File: src/rtl/interpo_lerp.sv
// Linear interpolator over a 64-entry signed coefficient RAM: reads entries i and
// i+1, then returns a + floor((b - a) * f / 1024) through a valid/ready handshake.
module interpo_lerp #(
  parameter int WRAP = 1
) (
  input  logic        clk,
  input  logic        reset,
  input  logic        in_valid,
  output logic        in_ready,
  input  logic [15:0] in_x,
  output logic [5:0]  mem_address,
  output logic        mem_clken,
  input  logic [31:0] mem_readdata,
  output logic        out_valid,
  input  logic        out_ready,
  output logic [31:0] out_y,
  output logic        busy
);

  typedef enum logic [2:0] {
    IDLE,
    RD_A,
    RD_B,
    CALC,
    OUT
  } state_t;

  state_t      state_q;
  logic [5:0]  i_q;
  logic [9:0]  f_q;
  logic [31:0] a_q;
  logic [31:0] b_q;
  logic [31:0] y_q;

  logic [5:0]         next_idx;
  logic signed [32:0] diff;
  logic signed [43:0] prod;
  logic signed [31:0] delta;
  logic [31:0]        y_d;

  // Top entry either wraps to entry 0 or clamps onto itself.
  always_comb begin
    if (WRAP != 0) next_idx = i_q + 6'd1;
    else           next_idx = (i_q == 6'd63) ? i_q : i_q + 6'd1;
  end

  // The arithmetic shift floors toward minus infinity, so f=0 yields exactly a.
  always_comb begin
    diff  = $signed({b_q[31], b_q}) - $signed({a_q[31], a_q});
    prod  = diff * $signed({1'b0, f_q});
    delta = 32'(prod >>> 10);
    y_d   = a_q + delta;
  end

  always_comb begin
    case (state_q)
      IDLE:    mem_address = in_x[15:10];
      RD_A:    mem_address = next_idx;
      default: mem_address = i_q;
    endcase
  end

  assign mem_clken = 1'b1;
  assign in_ready  = (state_q == IDLE);
  assign busy      = (state_q != IDLE);
  assign out_valid = (state_q == OUT);
  assign out_y     = y_q;

  // NOTE: non-blocking assignments keep every register sampling pre-edge values.
  always_ff @(posedge clk or posedge reset) begin
    if (reset) begin
      state_q <= IDLE;
      i_q     <= '0;
      f_q     <= '0;
      a_q     <= '0;
      b_q     <= '0;
      y_q     <= '0;
    end else begin
      case (state_q)
        IDLE: begin
          if (in_valid) begin
            i_q     <= in_x[15:10];
            f_q     <= in_x[9:0];
            state_q <= RD_A;
          end
        end
        RD_A: begin
          a_q     <= mem_readdata;
          state_q <= RD_B;
        end
        RD_B: begin
          b_q     <= mem_readdata;
          state_q <= CALC;
        end
        CALC: begin
          y_q     <= y_d;
          state_q <= OUT;
        end
        OUT: begin
          if (out_ready) state_q <= IDLE;
        end
        default: state_q <= IDLE;
      endcase
    end
  end

endmodule

File: config.mk
export PLATFORM = sky130hd
export DESIGN_NAME = interpo_lerp
export DESIGN_NICKNAME = d
export VERILOG_FILES = /design/src/rtl/interpo_lerp.sv
export SDC_FILE = /design/constraint.sdc
export NUM_CORES = 1
export LEC_CHECK = 0
export BUFFER_PORTS_ARGS = -buffer_cell sky130_fd_sc_hd__buf_2
export CORE_MARGIN = 3
export CORE_UTILIZATION = 45
export CTS_CLUSTER_DIAMETER = 120
export CTS_CLUSTER_SIZE = 12
export DETAILED_ROUTE_END_ITERATION = 7
export PLACE_DENSITY_LB_ADDON = 0.15
export SLEW_MARGIN = 20
export SYNTH_ARGS = -nofsm -noshare
export SYNTH_HDL_FRONTEND = slang
export SYNTH_SLANG_ARGS = --single-unit
File: constraint.sdc
create_clock -name clk -period 18.68 [get_ports clk]
set_input_delay 2.802 -clock clk [delete_from_list [all_inputs] [get_ports clk]]
set_output_delay 2.802 -clock clk [all_outputs]
set_load 0.02 [all_outputs]
==> summary.md <==
| Metric | Value |
|---|---|
| Cell Area, Placed | `19100 sq um` |
| Synth Flop Type | `dfrtp_1` |
| Fin crit period | `11.64 ns` |
| # setup viols final | `0` |
| CTS-repair resized insts | `0` |
| Final Max Slew Viols | `0` |
| Clk slew on worst S/H paths | `0.06 ns` |
| Setup Skew | `0.0116 ns` |
| Antenna Diode Count | `0` |
| Total track usage | `0.231` |
| Core ar. | `39200 sq um` |
| Drt pass-1 iters | `5` |
| WP buf/inv | `4` |
| Syn Nets | `2498` |
| Die height | `207 um` |
| Reg-to-reg endpoint | `out_y[31]` |
| EDFF count, synth | `0` |
| Final #Nets | `2567` |
| Setup bufs post-CTS | `0` |
| Detail Route Antenna Nets | `0` |
| R2r startpoint | `a_q[2]` |
| Worst reg2reg path depth | `39` |
| Seq/Total Area, Yosys | `0.159` |
| CTS tree | `built` |
| Min-Delay Path Depth | `2` |
| Delay-heaviest family, CP | `compound AO/OA/AOI/OAI gates` |
| R2r setup slk | `7.04 ns` |
| Final core occ | `0.506` |
| Routability cong. | `0.858` |
| CTS root buf | `clkbuf_16` |
| Multi-input logic area | `13700 sq um` |
| FFs w/ async S/R, synth | `1.00` |
| First-pass GRT wire length | `77.1 mm` |
| Ports | `94` |
| Pin count of the biggest net entering global routing | `70` |
| CTS Buf Count | `17` |
| Site row count | `72` |
| Share of cells above drive strength 1 | `0.105` |
| HP Start | `out_y[16]` |
| Number of global-route vias before repair | `14500` |
| Longest Clk Path Bufs | `2` |
| CP Depth | `39` |
| Wire per inst | `17.8 um` |
| Fin Setup TNS | `0 ns` |
| Synth warn | `0` |
| Synth Area per Inst | `8.98 sq um` |
| Post-Place Worst Slack | `7.15 ns` |
| Design Area, Final | `19800 sq um` |
| Initial DRC Count | `783` |
| Final Hold Viols | `0` |
| Commonest non-fill, non-tap cell in the layout | `inv_1` |
| CP Capture Type | `flop` |
| Peak Freq | `85.9 MHz` |
| DRT Wirelength | `46.5 mm` |
| Maxcap violations | `0` |
| Measured slew at the worst slew-check pin | `1.10 ns` |
| Die width | `207 um` |
| I/O Buffers | `92` |
| Netlist cell types | `72` |
| Vias post-DR | `13700` |
| Initial antenna violation count | `0` |
| Final period util | `0.623` |
| FILL cells | `3701` |
| Commonest non-fill, non-tap cells in the layout | `inv_1 (358), nand2_1 (279), fa_1 (274), ha_1 (154), and2_1 (150)` |
| Max_slew headroom | `0.261` |
| WHS Endpoint | `out_y[16]` |
| Synth Cell Area | `18100 sq um` |
| Crit-path max FO | `10` |
| Crit path kind | `flop to flop` |
| H-tree depth | `4` |
| Via/cell ratio | `5.25` |
| Startpoint types | `flop` |
| Hold Path Class | `flop to flop` |
| Area delta synth->final | `9.46%` |
| Worst skew pair latency | `0.44 ns` |
| Post-route DRC | `0` |
| Run status | `complete, no violations` |
| HPWL Detailed | `36.5 mm` |
| CP max-delay cell | `xor2_1` |
| Total gr overflow | `0` |
| CP dominant cell by count | `fa_1` |
| Clock sink total | `115` |
| Flops & latches, synth | `115` |
| CP Data Required Time | `19.04 ns` |
| Die area | `42700 sq um` |
| # hold bufs at CTS | `0` |
| RSZ-0062 raised after global routing | `no` |
| Instance count of the mapped netlist | `2018` |
| Starting density of the core | `0.462` |
| Worst EP arrival | `12.00 ns` |
| PnR worst setup slack | `7.04 ns` |
| CP max stage delay | `0.85 ns` |
| Total area of sequential cells | `2880 sq um` |
cell usage after synthesis (all sizes together) (6+ instances only):
cell	n	share of area
a21boi	6	0.0027
a21o	27	0.011
a21oi	84	0.024
a31oi	7	0.0024
and2	151	0.052
and3	7	0.0024
clkbuf	55	0.011
dfrtp	115	0.16
fa	274	0.30
ha	154	0.11
inv	359	0.074
mux2	49	0.030
mux2i	6	0.0033
nand2	279	0.058
nand2b	13	0.0045
nand3	19	0.0055
nand4	8	0.0028
nor2	67	0.014
nor2b	23	0.0079
nor3	15	0.0044
nor3b	6	0.0025
o211ai	6	0.0028
o21a	15	0.0062
o21ai	106	0.029
o21bai	9	0.0037
or3	8	0.0030
xnor2	59	0.029
xor2	27	0.013
sequential cells by signal (all words and copies together), names as in the netlist:
name,count
a_q,32
b_q,32
f_q,10
i_q,6
out_y,32
state_q,3
per-layer routing:
layer,wire [um],vias up,track usage
met5,0,-,0
met4,967,0,0.0642
met3,1960,53,0.0337
met2,22000,303,0.379
met1,21500,6865,0.322
li1,-,6519,-
final cells by class:
cell class	count	share of cell area
sequential	115	0.145
timing repair buffer	107	0.0289
multi-input combinational	1487	0.693
tap	518	0.0327
inverter	359	0.0681
clock inverter	10	0.00732
clock buffer	22	0.0249
worst max path at each step:
stage,startpoint,to,slack [ns]
after global placement,a_q[1],out_y[31],6.98
after CTS,a_q[1],out_y[31],7.09
after global routing,b_q[0],out_y[31],6.41
after detailed placement,a_q[1],out_y[31],7.15
final,a_q[2],out_y[31],7.04
after floorplan,a_q[1],out_y[31],9.42
worst register-to-register path, delay by kind of cell (launching register included):
kind                     cells  cell delay [ns]
AND/OR/NAND/NOR              6             1.00
buffers and inverters        4             0.21
XOR/XNOR                     3             1.37
flip-flops                   1             0.35
AO/OA/AOI/OAI               18             5.04
adder cells (fa/ha/maj)      8             3.63
stage by stage:
step | instances | hold slack, ns
after floorplan | 2018 | 0.475
after global placement | 2586 | 0.458
after detailed placement | 2586 | 0.466
after CTS | 2618 | 0.478
after global routing | 2618 | 0.506
final | 2618 | 0.475
cell families (layout without fill, tap and decap cells):
logic type | Yosys count | in the layout | share of synthesized area
AOI/OAI and AO/OA | 304 | 304 | 0.104
xor gates and xnor gates | 87 | 87 | 0.0437
adders and majority gates | 428 | 428 | 0.409
buffers and inverters | 416 | 498 | 0.0864
DFF | 115 | 115 | 0.159
muxes | 55 | 55 | 0.0338
other | 1 | 1 | 0.000207
and+or+nand+nor | 612 | 612 | 0.164
Power is not shown: default switching activity piles up to over one toggle a cycle in this logic, so the estimate is an artifact.
